**config.mk**
```make
export PLATFORM = sky130hd
export DESIGN_NAME = mem_bus_arbiter
export DESIGN_NICKNAME = d
export VERILOG_FILES = /design/src/rtl/mem_bus_arbiter.sv
export SDC_FILE = /design/constraint.sdc
export NUM_CORES = 1
export LEC_CHECK = 0
export ABC_AREA = 1
export BUFFER_PORTS_ARGS = -buffer_cell sky130_fd_sc_hd__clkbuf_2
export CAP_MARGIN = 20
export CELL_PAD_IN_SITES_DETAIL_PLACEMENT = 2
export CELL_PAD_IN_SITES_GLOBAL_PLACEMENT = 2
export CORE_AREA = 5 5 166 168
export CTS_CLUSTER_SIZE = 24
export DETAILED_ROUTE_END_ITERATION = 10
export DIE_AREA = 0 0 171 173
export PLACE_DENSITY = 0.73
export SYNTH_ARGS = -nofsm -noshare
export SYNTH_HDL_FRONTEND = slang
export SYNTH_SLANG_ARGS = --single-unit
export TNS_END_PERCENT = 50
```
**constraint.sdc**
```tcl
create_clock -name clk -period 1.5 [get_ports clk]
set_input_delay 0.15 -clock clk [delete_from_list [all_inputs] [get_ports clk]]
set_output_delay 0.15 -clock clk [all_outputs]
set_load 0.03 [all_outputs]
```
**src/rtl/mem_bus_arbiter.sv**
```systemverilog
// Two-master arbiter: shares one memory bus between instruction fetch (I) and data access (D).
// Latency: m_valid one cycle after a request is seen in IDLE; addr_ok/data_ok are combinational pass-through.
// Backpressure: one transaction outstanding; requesters hold valid until their addr_ok arrives.
//
// Ports:
//   clk, reset                  clock, synchronous active-high reset
//   i_valid/i_addr              I request; i_addr_ok, i_data_ok, i_rdata back to I
//   d_valid/d_addr/d_write/
//   d_size/d_strobe/d_wdata     D request; d_addr_ok, d_data_ok, d_rdata back to D
//   m_valid/m_addr/m_write/
//   m_size/m_strobe/m_wdata     downstream request; m_addr_ok, m_data_ok, m_rdata from memory
module mem_bus_arbiter #(
  parameter int unsigned STARVE_LIMIT = 4
) (
  input  logic        clk,
  input  logic        reset,
  input  logic        i_valid,
  input  logic [31:0] i_addr,
  output logic        i_addr_ok,
  output logic        i_data_ok,
  output logic [31:0] i_rdata,
  input  logic        d_valid,
  input  logic [31:0] d_addr,
  input  logic        d_write,
  input  logic [1:0]  d_size,
  input  logic [3:0]  d_strobe,
  input  logic [31:0] d_wdata,
  output logic        d_addr_ok,
  output logic        d_data_ok,
  output logic [31:0] d_rdata,
  output logic        m_valid,
  output logic [31:0] m_addr,
  output logic        m_write,
  output logic [1:0]  m_size,
  output logic [3:0]  m_strobe,
  output logic [31:0] m_wdata,
  input  logic        m_addr_ok,
  input  logic        m_data_ok,
  input  logic [31:0] m_rdata
);

  typedef enum logic [1:0] {S_IDLE, S_REQ, S_WAIT} state_t;
  typedef enum logic [1:0] {OWN_NONE, OWN_I, OWN_D} owner_t;

  typedef struct packed {
    logic [31:0] addr;
    logic        write;
    logic [1:0]  size;
    logic [3:0]  strobe;
    logic [31:0] wdata;
  } req_t;

  localparam logic [3:0] LIMIT = 4'(STARVE_LIMIT);

  state_t     r_state;
  state_t     w_state_nxt;
  owner_t     r_owner;
  owner_t     w_owner_nxt;
  req_t       r_req;
  req_t       w_req_nxt;
  logic [3:0] r_starve_cnt;
  logic [3:0] w_starve_nxt;

  logic       w_grant_i;
  logic       w_m_valid;
  logic       w_addr_ok;
  logic       w_data_ok;
  logic       w_run;

  // D wins ties unless I has already lost LIMIT grants in a row.
  assign w_grant_i = i_valid & (~d_valid | (r_starve_cnt == LIMIT));

  always_ff @(posedge clk) begin
    if (reset) begin
      r_state      <= S_IDLE;
      r_owner      <= OWN_NONE;
      r_req        <= '0;
      r_starve_cnt <= '0;
    end else begin
      r_state      <= w_state_nxt;
      r_owner      <= w_owner_nxt;
      r_req        <= w_req_nxt;
      r_starve_cnt <= w_starve_nxt;
    end
  end

  always_comb begin
    w_state_nxt  = r_state;
    w_owner_nxt  = r_owner;
    w_req_nxt    = r_req;
    w_starve_nxt = r_starve_cnt;
    w_m_valid    = 1'b0;
    w_addr_ok    = 1'b0;
    w_data_ok    = 1'b0;

    case (r_state)
      S_IDLE: begin
        w_owner_nxt = OWN_NONE;
        if (w_grant_i) begin
          w_owner_nxt      = OWN_I;
          w_req_nxt.addr   = i_addr;
          w_req_nxt.write  = 1'b0;
          w_req_nxt.size   = 2'd2;
          w_req_nxt.strobe = 4'h0;
          w_req_nxt.wdata  = 32'h0;
          w_starve_nxt     = '0;
          w_state_nxt      = S_REQ;
        end else if (d_valid) begin
          w_owner_nxt      = OWN_D;
          w_req_nxt.addr   = d_addr;
          w_req_nxt.write  = d_write;
          w_req_nxt.size   = d_size;
          w_req_nxt.strobe = d_strobe;
          w_req_nxt.wdata  = d_wdata;
          // Only a grant that I actually lost counts toward starvation.
          if (!i_valid) begin
            w_starve_nxt = '0;
          end else if (r_starve_cnt != LIMIT) begin
            w_starve_nxt = r_starve_cnt + 4'd1;
          end
          w_state_nxt      = S_REQ;
        end
      end

      S_REQ: begin
        w_m_valid = 1'b1;
        // m_data_ok without m_addr_ok is meaningless here and is dropped.
        if (m_addr_ok) begin
          w_addr_ok = 1'b1;
          if (m_data_ok) begin
            w_data_ok   = 1'b1;
            w_state_nxt = S_IDLE;
          end else begin
            w_state_nxt = S_WAIT;
          end
        end
      end

      S_WAIT: begin
        if (m_data_ok) begin
          w_data_ok   = 1'b1;
          w_state_nxt = S_IDLE;
        end
      end

      default: begin
        w_state_nxt = S_IDLE;
        w_owner_nxt = OWN_NONE;
      end
    endcase
  end

  // Outputs are forced quiet while reset is high, even in the cycle before
  // the reset edge has cleared the state registers.
  assign w_run = ~reset;

  assign m_valid  = w_run & w_m_valid;
  assign m_addr   = w_run ? r_req.addr   : 32'h0;
  assign m_write  = w_run & r_req.write;
  assign m_size   = w_run ? r_req.size   : 2'd0;
  assign m_strobe = w_run ? r_req.strobe : 4'h0;
  assign m_wdata  = w_run ? r_req.wdata  : 32'h0;

  assign i_addr_ok = w_run & w_addr_ok & (r_owner == OWN_I);
  assign i_data_ok = w_run & w_data_ok & (r_owner == OWN_I);
  assign i_rdata   = i_data_ok ? m_rdata : 32'h0;

  assign d_addr_ok = w_run & w_addr_ok & (r_owner == OWN_D);
  assign d_data_ok = w_run & w_data_ok & (r_owner == OWN_D);
  assign d_rdata   = d_data_ok ? m_rdata : 32'h0;

endmodule

```
==> results.sh, run 1 <==
export IMPL_nets=1207
export IMPL_first_pass_iters=4
export IMPL_die_y_um=173
export IMPL_grt_ovfl_total=0
export IMPL_final_antenna_net_count=0
export IMPL_synthTopCellsByArea="dfxtp_1 (34%), nand2_1 (16%), inv_1 (15%), nor2_1 (12%), nand3_1 (12%)"
export IMPL_drc=0
export IMPL_end_kind="primary output"
export IMPL_setup_viol=68
export IMPL_dieArea_um2=29580
export IMPL_cts_sinks=79
export IMPL_violations="setup timing"
export IMPL_r2r_start="r_starve_cnt[0]"
export IMPL_via_per_inst=4.116
export IMPL_gp_congestion=0.8199
export IMPL_path_cells="inv_2 > ha_4 > inv_2 > nor2_4 > nand3_2 > nand3b_4 > buf_12 > nor2_4 > clkbuf_4"
export IMPL_yosys_area_top_type_share_pct=34.48
export IMPL_grt_pass1_wl_mm=33.42
export IMPL_coreArea_um2=25760
export IMPL_grt_max_degree=67
export IMPL_ys_types=21
export IMPL_yosys_top_cells_count="nand2_1 (192), inv_1 (186), nor2_1 (146)"
export IMPL_cts_max_level=3
export IMPL_cap_violations=0
export IMPL_grt_pass1_vias=6270
export IMPL_worst_pin_slew_ns=0.4274
export IMPL_port_buffers=280
export IMPL_relSlewSlack_pct=71.51
export IMPL_syn_area_um2=4587
export IMPL_powerDensity_nw_per_um2=831.4
export IMPL_place_ws_ns=-0.2716
export IMPL_ys_seq_area_share_pct=34.48
export IMPL_ios=281
export IMPL_yosys_warnings=0
export IMPL_finalMaxSlewViolations=0
export IMPL_dp_hpwl_mm=16.36
export IMPL_crit_start="r_state[0]"
export IMPL_rsz0062_at_grt="yes"
export IMPL_drive_above_1_share_pct=39.49
export IMPL_fin_util_pct=30.82
export IMPL_hold_viol_final=0
export IMPL_path_class="flop to primary output"
export IMPL_p_leak_uw=0.004275
export IMPL_synth_edf_count=0
export IMPL_rows=59
export IMPL_fmax_ghz=0.4708
export IMPL_cts_root_buf="clkbuf_16"
export IMPL_wl_per_cell_um=15.67
export IMPL_crit_fanout=23
export IMPL_holdBufCountCts=0
export IMPL_ys_flop_type="dfxtp_1"
export IMPL_vias=5766
export IMPL_synthCells=782
export IMPL_cts_inserted_buffers=9
export IMPL_grt_util_all_layers_pct=14.04
export IMPL_ctsLongestPathBuffers=2
export IMPL_crit_required_ns=1.35
export IMPL_routed_wl_mm=21.96
export IMPL_start_kind="flop"
export IMPL_synth_nets=928
export IMPL_outcome="complete, but fails checks"
export IMPL_synth_most_common_cell="nand2_1"
export IMPL_initial_core_util_pct=17.80
export IMPL_die_w_um=171
export IMPL_yosys_area_top_type="dfxtp_1"
export IMPL_postSynthAreaPerCell_um2=5.866
export IMPL_ir_worst_vdd_v=0.0005004
export IMPL_synthArstFlopShare_pct=0
export IMPL_num_antenna_cells=0
export IMPL_slowest_delay_ns=0.33
export IMPL_antenna_found_initial=1
export IMPL_clk_pin_slew_worst_paths_ns=0.07
export IMPL_layout_setup_ws_ns=-0.6242
export IMPL_min_from="d_wdata[1]"
export IMPL_crit_arrival_ns=1.97
export IMPL_fin_skew_ns=0.007348
export IMPL_hold_class="input port to flop"
export IMPL_drt_iter0_drc=109
export IMPL_area_growth_pct=73.13
export IMPL_slowest_stage="dfxtp_2"
export IMPL_clock_latency_ns=0.34
export IMPL_tritoncts="yes"
export IMPL_ys_seq_elements=79
export IMPL_min_period_ns=2.124
export IMPL_finalCritPeriodShare_pct=141.6
repair_timing:
action | CTS | global route
gates resized for setup | 119 | 55
pin swaps | 0 | 1
setup buffers | 0 | 1
gates cloned | 0 | 2
setup endpoints to repair | 71 | 123
kinds of logic after synthesis:
group,after synthesis,synth area share (%)
AND/OR/NAND/NOR,460,42.17
buffers and inverters,231,20.92
flip-flops,79,34.48
AO/OA/AOI/OAI,7,1.064
adder cells (fa/ha/maj),5,1.364
path summary, 6_finish.rpt:
kind                                   endpoint  slack, ns  depth (start not counted)
worst max register to register         r_req[2]       0.08                          9
worst max-delay path                d_rdata[12]      -0.62                          9
worst min-delay path                   r_req[1]       0.03                          3
worst min register to register  r_starve_cnt[0]       0.51                          2
power breakdown:
group / switching [uW] / internal [uW] / leakage [uW]
Sequential: 62.3 / 2320 / 0.000651
Combinational: 1150 / 586 / 0.00346
Clock: 1000 / 1480 / 0.000162
worst max-delay path: cells and delay by family (launching register included):
family / cells / cell delay, ns
simple gates: 4 / 0.51
buf+inv: 4 / 0.50
flops: 1 / 0.33
fa+ha+maj: 1 / 0.27
registers in the layout, indices dropped and copies added (netlist names):
signal,flops
r_req,71
r_starve_cnt,4
r_owner,2
r_state,2
cells in the final DEF (no fill, tap or decap), types with 5 or more instances in the layout:
cell       instances
nand3_1          106
clkbuf_16         11
nor2_1            80
clkbuf_2         210
nand2_1          191
buf_4             22
dfxtp_1           76
nor2_2             5
buf_8             42
buf_12            11
clkbuf_4          23
inv_1            180
nor2_4            63
per-layer routing:
| layer | GRT usage (%) | up-vias | routed length (um) |
|---|---|---|---|
| li1 | - | 2825 | - |
| met1 | 15.52 | 2725 | 8796 |
| met2 | 25.74 | 201 | 10990 |
| met3 | 5.137 | 13 | 1999 |
| met4 | 2.641 | 2 | 157 |
| met5 | 0 | - | 11 |
area by class of cell:
| type | instances | area, um^2 |
|---|---|---|
| inverters | 186 | 705.7 |
| clock inverters | 7 | 102.6 |
| repair buffers | 313 | 2322 |
| flip-flops and latches | 79 | 1585 |
| multi-input cells | 472 | 2581 |
| fillers | 3063 | 17820 |
| clock buffers | 9 | 225.2 |
| well taps | 335 | 419.2 |
through the flow:
stage | TNS (ns) | hold WS, ns | instances | total power, uW | cell area, um^2
3_5_place_dp | -15.11 | 0.3811 | 1382 | 4173 | 6987
6_report | -38.23 | 0.02536 | 1401 | 6602 | 7941
3_3_place_gp | -11.95 | 0.3718 | 1382 | 4131 | 6987
4_1_cts | -40.10 | 0.003368 | 1398 | 6783 | 7785
2_1_floorplan | -5.951 | 0.2845 | 782 | 3483 | 5090
5_1_grt | -45.86 | 0.03019 | 1401 | 7039 | 7941
(Power assumes the default switching activity.)
==> run 2: changes to the inputs <==
==> config.mk (replaced) <==
export PLATFORM = sky130hd
export DESIGN_NAME = mem_bus_arbiter
export DESIGN_NICKNAME = d
export VERILOG_FILES = /design/src/rtl/mem_bus_arbiter.sv
export SDC_FILE = /design/constraint.sdc
export NUM_CORES = 1
export LEC_CHECK = 0
export BUFFER_PORTS_ARGS = -buffer_cell sky130_fd_sc_hd__clkbuf_2
export CAP_MARGIN = 20
export CELL_PAD_IN_SITES_DETAIL_PLACEMENT = 2
export CELL_PAD_IN_SITES_GLOBAL_PLACEMENT = 2
export CORE_AREA = 2 2 155 157
export CTS_CLUSTER_SIZE = 24
export DETAILED_ROUTE_END_ITERATION = 10
export DIE_AREA = 0 0 157 159
export PLACE_DENSITY = 0.72
export SYNTH_ARGS = -nofsm -noshare
export SYNTH_HDL_FRONTEND = slang
export SYNTH_SLANG_ARGS = --single-unit
export TNS_END_PERCENT = 50
==> results.sh, run 2 <==
export IMPL_crit_fanout=8
export IMPL_path_class="flop to primary output"
export IMPL_ios=281
export IMPL_grt_pass1_vias=5840
export IMPL_synthArstFlopShare_pct=0
export IMPL_die_y_um=159
export IMPL_hold_class="input port to flop"
export IMPL_area_growth_pct=72.86
export IMPL_place_ws_ns=-0.2925
export IMPL_crit_required_ns=1.35
export IMPL_powerDensity_nw_per_um2=915.1
export IMPL_cts_max_level=3
export IMPL_layout_setup_ws_ns=-0.6502
export IMPL_synthTopCellsByArea="dfxtp_1 (35%), nor2b_1 (10%), and2_1 (8.8%), and4b_1 (7.0%), nand4_1 (5.3%)"
export IMPL_syn_area_um2=4573
export IMPL_routed_wl_mm=22.65
export IMPL_crit_buf_inv=4
export IMPL_dieArea_um2=24960
export IMPL_setup_viol=69
export IMPL_yosys_area_top_type="dfxtp_1"
export IMPL_cap_violations=0
export IMPL_top_register="r_req"
export IMPL_grt_util_all_layers_pct=16.57
export IMPL_clk_pin_slew_worst_paths_ns=0.07
export IMPL_first_pass_iters=4
export IMPL_slowest_delay_ns=0.35
export IMPL_grt_pass1_wl_mm=32.56
export IMPL_rows=56
export IMPL_setup_tns_ns=-39.57
export IMPL_synth_edf_count=0
export IMPL_fin_skew_ns=0.007558
export IMPL_drc=0
export IMPL_finalMaxSlewViolations=0
export IMPL_yosys_warnings=0
export IMPL_cts_root_buf="clkbuf_16"
export IMPL_coreArea_um2=23190
export IMPL_path_cells="inv_2 > ha_4 > nand3b_1 > nor3_4 > buf_6 > clkbuf_16 > and2_4 > buf_8"
export IMPL_antenna_found_initial=1
export IMPL_final_antenna_net_count=0
export IMPL_layout_common_cells="clkbuf_2 (210), dfxtp_1 (76), nor2b_1 (74)"
export IMPL_finalCritPeriodShare_pct=143.3
export IMPL_wl_per_cell_um=19.21
export IMPL_critPathTopFamily="simple AND/OR/NAND/NOR gates"
export IMPL_via_per_inst=4.597
export IMPL_yosys_area_top_type_share_pct=34.58
export IMPL_drt_iter0_drc=217
export IMPL_hold_viol_final=0
export IMPL_clock_latency_ns=0.35
export IMPL_gp_congestion=0.7448
export IMPL_final_common_cell="clkbuf_2"
export IMPL_violations="setup timing"
export IMPL_finalInstanceArea_um2=7905
export IMPL_die_w_um=157
export IMPL_power_uw=7234
export IMPL_dpl_cell_area_um2=6671
export IMPL_synthCells=582
export IMPL_fmax_ghz=0.4651
export IMPL_grt_max_degree=88
export IMPL_outcome="complete, but fails checks"
export IMPL_postSynthAreaPerCell_um2=7.858
export IMPL_numPlacedInstances=1156
export IMPL_initial_core_util_pct=19.72
export IMPL_ys_seq_area_share_pct=34.58
export IMPL_nets=1000
export IMPL_ir_worst_vdd_v=0.0005059
export IMPL_ys_flop_type="dfxtp_1"
export IMPL_cts_inserted_buffers=9
export IMPL_fin_cells=1179
export IMPL_yosys_top_cells_count="dfxtp_1 (79), nor2b_1 (74), and2_1 (64)"
export IMPL_port_buffers=280
export IMPL_synth_most_common_cell="dfxtp_1"
export IMPL_ys_seq_elements=79
export IMPL_crit_arrival_ns=2.00
export IMPL_grt_ovfl_total=0
export IMPL_reg_largest_list="r_req x71, r_starve_cnt x4"
export IMPL_start_kind="flop"
export IMPL_relSlewSlack_pct=65.49
export IMPL_p_leak_uw=0.003567
export IMPL_slowest_stage="dfxtp_2"
export IMPL_vias=5420
export IMPL_largest_reg_flops=71
export IMPL_rsz0062_at_grt="yes"
export IMPL_drive_above_1_share_pct=50.76
export IMPL_cts_sinks=79
export IMPL_worst_pin_slew_ns=0.5177
export IMPL_ys_types=35
export IMPL_dp_hpwl_mm=15.24
export IMPL_fillCellCount=2598
export IMPL_end_kind="primary output"
export IMPL_synth_nets=728
export IMPL_tritoncts="yes"
export IMPL_ctsLongestPathBuffers=2
export IMPL_min_period_ns=2.150
[run 2: worst min-delay path, cell delays in order]
cell	delay, ns
clkbuf_2	0.08
nand4_1	0.07
a21oi_1	0.05
[run 2: layer usage]
layer	global-route usage [%]	share of wire, %	up-vias
met5	0	0	-
met4	5.088	2.5	0
met3	3.157	5.3	27
met2	30.88	53	187
met1	18.80	40	2601
li1	-	-	2605
[run 2: cells by family (layout without fill, tap and decap cells)]
logic type      after synthesis  count (layout)  share of synthesized area, %
simple gates                310             310                         42.11
compound gates              114             114                         14.69
flops                        79              79                         34.58
buf+inv                      72             349                         6.813
fa+ha+maj                     5               5                         1.368
mux                           2               2                        0.4378
other cells                   0               1                             0
[run 2: worst paths after layout]
path	depth (start not counted)	slack [ns]	start	end
max	8	-0.65	r_state[1]	d_rdata[9]
min	3	0.06	d_wdata[3]	r_req[3]
max reg2reg	6	0.04	r_starve_cnt[1]	r_req[47]
min reg2reg	2	0.45	r_req[2]	r_req[2]
[run 2: repair_timing]
item	CTS	global route
hold buffers	0	0
pin swaps	12	9
setup endpoints to repair	110	118
gates cloned	0	3
buffers inserted	0	3
gates resized for setup	144	74
[run 2: area by class of cell]
| cell class | instances | area (um^2) | share of cell area, % |
|---|---|---|---|
| Inverter | 7 | 26.28 | 0.3324 |
| Clock buffer | 10 | 239.0 | 3.023 |
| Sequential cell | 79 | 1585 | 20.05 |
| Timing Repair Buffer | 326 | 2557 | 32.35 |
| Tap cell | 319 | 399.1 | 5.049 |
| Antenna cell | 1 | 2.502 | 0.03166 |
| Clock inverter | 6 | 92.59 | 1.171 |
| Multi-Input combinational cell | 431 | 3003 | 37.99 |
[run 2: stage by stage]
| step | utilization [%] | hold slack, ns |
|---|---|---|
| 6_report | 34.09 | 0.06161 |
| 5_1_grt | 34.09 | 0.05980 |
| 4_1_cts | 32.89 | 0.04311 |
| 3_5_place_dp | 28.77 | 0.4151 |
| 3_3_place_gp | 28.77 | 0.4081 |
| 2_1_floorplan | - | 0.3141 |
[run 2: power by group]
part | switching, uW | internal [uW] | total, uW
combinational | 1370 | 883 | 2250
clock | 990 | 1510 | 2500
sequential | 116 | 2360 | 2480
total | 2470 | 4760 | 7230
==> run 3: changes to the inputs <==
--- a/config.mk
+++ b/config.mk
@@ -5,15 +5,17 @@
 export SDC_FILE = /design/constraint.sdc
 export NUM_CORES = 1
 export LEC_CHECK = 0
+export ABC_AREA = 1
 export BUFFER_PORTS_ARGS = -buffer_cell sky130_fd_sc_hd__clkbuf_2
 export CAP_MARGIN = 20
 export CELL_PAD_IN_SITES_DETAIL_PLACEMENT = 2
 export CELL_PAD_IN_SITES_GLOBAL_PLACEMENT = 2
-export CORE_AREA = 2 2 155 157
+export CORE_AREA = 2 2 163 165
+export CTS_BUF_LIST = sky130_fd_sc_hd__clkbuf_8
 export CTS_CLUSTER_SIZE = 24
 export DETAILED_ROUTE_END_ITERATION = 10
-export DIE_AREA = 0 0 157 159
-export PLACE_DENSITY = 0.72
+export DIE_AREA = 0 0 165 167
+export PLACE_DENSITY_LB_ADDON = 0.15
 export SYNTH_ARGS = -nofsm -noshare
 export SYNTH_HDL_FRONTEND = slang
 export SYNTH_SLANG_ARGS = --single-unit
==> results.sh, run 3 (synthesized netlist as in run 1, its figures left out) <==
export IMPL_power_uw=5986
export IMPL_final_antenna_net_count=0
export IMPL_r2r_start="r_starve_cnt[0]"
export IMPL_wl_per_cell_um=14.66
export IMPL_cts_sinks=79
export IMPL_ios=281
export IMPL_clock_latency_ns=0.37
export IMPL_vias=5785
export IMPL_fillCellCount=3098
export IMPL_path_class="flop to primary output"
export IMPL_coreArea_um2=25760
export IMPL_grt_pass1_wl_mm=32.41
export IMPL_fin_util_pct=32.12
export IMPL_rsz0062_at_grt="yes"
export IMPL_worst_pin_slew_ns=0.3990
export IMPL_top_register="r_req"
export IMPL_layout_setup_ws_ns=-0.6433
export IMPL_routed_wl_mm=21.05
export IMPL_dpl_cell_area_um2=6964
export IMPL_internal_power_uw=3840
export IMPL_hold_class="input port to flop"
export IMPL_grt_pass1_vias=6135
export IMPL_drive_above_1_share_pct=37.82
export IMPL_fin_skew_ns=0.01194
export IMPL_violations="setup timing"
export IMPL_finalInstanceArea_um2=8275
export IMPL_nets=1241
export IMPL_end_kind="primary output"
export IMPL_drc=0
export IMPL_fmax_ghz=0.4666
export IMPL_largest_reg_flops=71
export IMPL_timing_rr_end="r_req[59]"
export IMPL_cts_max_level=3
export IMPL_finalMaxSlewViolations=0
export IMPL_dieArea_um2=27560
export IMPL_clk_pin_slew_worst_paths_ns=0.09
export IMPL_crit_required_ns=1.35
export IMPL_dp_hpwl_mm=14.74
export IMPL_crit_fanout=7
export IMPL_finalCritPeriodShare_pct=142.9
export IMPL_pwr_share_comb_pct=30.1
export IMPL_port_buffers=280
export IMPL_worstHoldPathCells=3
export IMPL_area_growth_pct=80.41
export IMPL_via_per_inst=4.029
export IMPL_gp_congestion=0.7064
export IMPL_min_from="d_strobe[1]"
export IMPL_cts_root_buf="clkbuf_8"
export IMPL_p_leak_uw=0.004401
export IMPL_initial_core_util_pct=17.80
export IMPL_antenna_found_initial=1
export IMPL_crit_arrival_ns=1.99
export IMPL_ff2ff_path_depth=8
export IMPL_swShare_pct=35.85
export IMPL_reg_largest_list="r_req x71, r_starve_cnt x4"
export IMPL_die_y_um=167
export IMPL_first_pass_iters=4
export IMPL_p_switching_uw=2146
export IMPL_min_period_ns=2.143
export IMPL_min_to="r_req[33]"
export IMPL_setup_viol=69
export IMPL_powerDensity_nw_per_um2=723.4
export IMPL_start_kind="flop"
export IMPL_grt_util_all_layers_pct=14.79
export IMPL_rows=59
export IMPL_tritoncts="yes"
export IMPL_cts_inserted_buffers=9
export IMPL_r2r_slack_ns=0.13
export IMPL_seqPwrFrac_pct=39.7
export IMPL_ctsLongestPathBuffers=2
export IMPL_hold_viol_final=0
export IMPL_grt_max_degree=70
export IMPL_ir_worst_vdd_v=0.0003305
export IMPL_drt_iter0_drc=170
export IMPL_pwr_share_clk_pct=30.2
export IMPL_layout_common_cells="clkbuf_2 (210), nand2_1 (192), inv_1 (180)"
export IMPL_outcome="complete, but fails checks"
export IMPL_grt_ovfl_total=0
export IMPL_cap_violations=0
export IMPL_relSlewSlack_pct=73.40
export IMPL_final_common_cell="clkbuf_2"
export IMPL_die_w_um=165
run 3: area by class of cell:
| type | instances | area [um^2] | area share, % |
|---|---|---|---|
| inverters | 186 | 705.7 | 8.527 |
| well taps | 335 | 419.2 | 5.065 |
| multi-input cells | 472 | 2572 | 31.09 |
| clock buffers | 11 | 151.4 | 1.829 |
| clock inverters | 5 | 65.06 | 0.7862 |
| diodes | 1 | 2.502 | 0.03024 |
| flip-flops and latches | 79 | 1587 | 19.17 |
| repair buffers | 347 | 2773 | 33.50 |
run 3: worst max path at each step:
stage | from | endpoint
global route | r_state[1] | i_rdata[21]
detailed placement | r_state[0] | i_rdata[14]
floorplan | r_state[1] | d_rdata[10]
finish | r_state[0] | i_rdata[31]
global placement | r_state[1] | d_rdata[13]
CTS | r_state[0] | i_rdata[31]
run 3: per-stage QoR:
step | hold slack, ns | worst slack (ns) | TNS (ns) | std cells
5_1_grt | 0.005444 | -0.7671 | -48.97 | 1435
6_report | 0.02336 | -0.6433 | -40.27 | 1436
3_5_place_dp | 0.3784 | -0.2709 | -15.98 | 1379
4_1_cts | 0.0002466 | -0.6864 | -43.31 | 1429
3_3_place_gp | 0.3784 | -0.2319 | -13.28 | 1379
2_1_floorplan | 0.2845 | -0.1234 | -5.951 | 782
run 3: power by group through the flow:
stage               logic (uW)  registers (uW)  clock network, uW
global placement          1710            2420                  0
detailed placement        1730            2430                  0
floorplan                 1070            2410                  0
finish                    1800            2380               1810
CTS                       1830            2380               1940
global route              2030            2400               2020
run 3: metal layers:
metal	global-route usage (%)	vias to the layer above	part of all wire, %
li1	-	2891	-
met1	16.88	2720	41
met2	26.65	169	51
met3	5.355	5	8.0
met4	2.268	0	0.40
met5	0	-	0
run 3: timing repair:
item | 4_1_cts | 5_1_grt
resized for setup | 103 | 128
hold buffers | 34 | 1
pin swaps | 0 | 1
endpoints found under the setup margin | 81 | 103
gates cloned | 0 | 4
endpoints found under the hold margin | 34 | 1
buffers inserted | 0 | 1
run 3: critical path, stage by stage (launching register included):
cell,delay (ns)
dfxtp_2,0.34
inv_2,0.05
ha_4,0.26
inv_2,0.04
nor2_4,0.09
nand3_2,0.10
nand3b_4,0.27
buf_16,0.22
nor2_4,0.10
buf_6,0.14
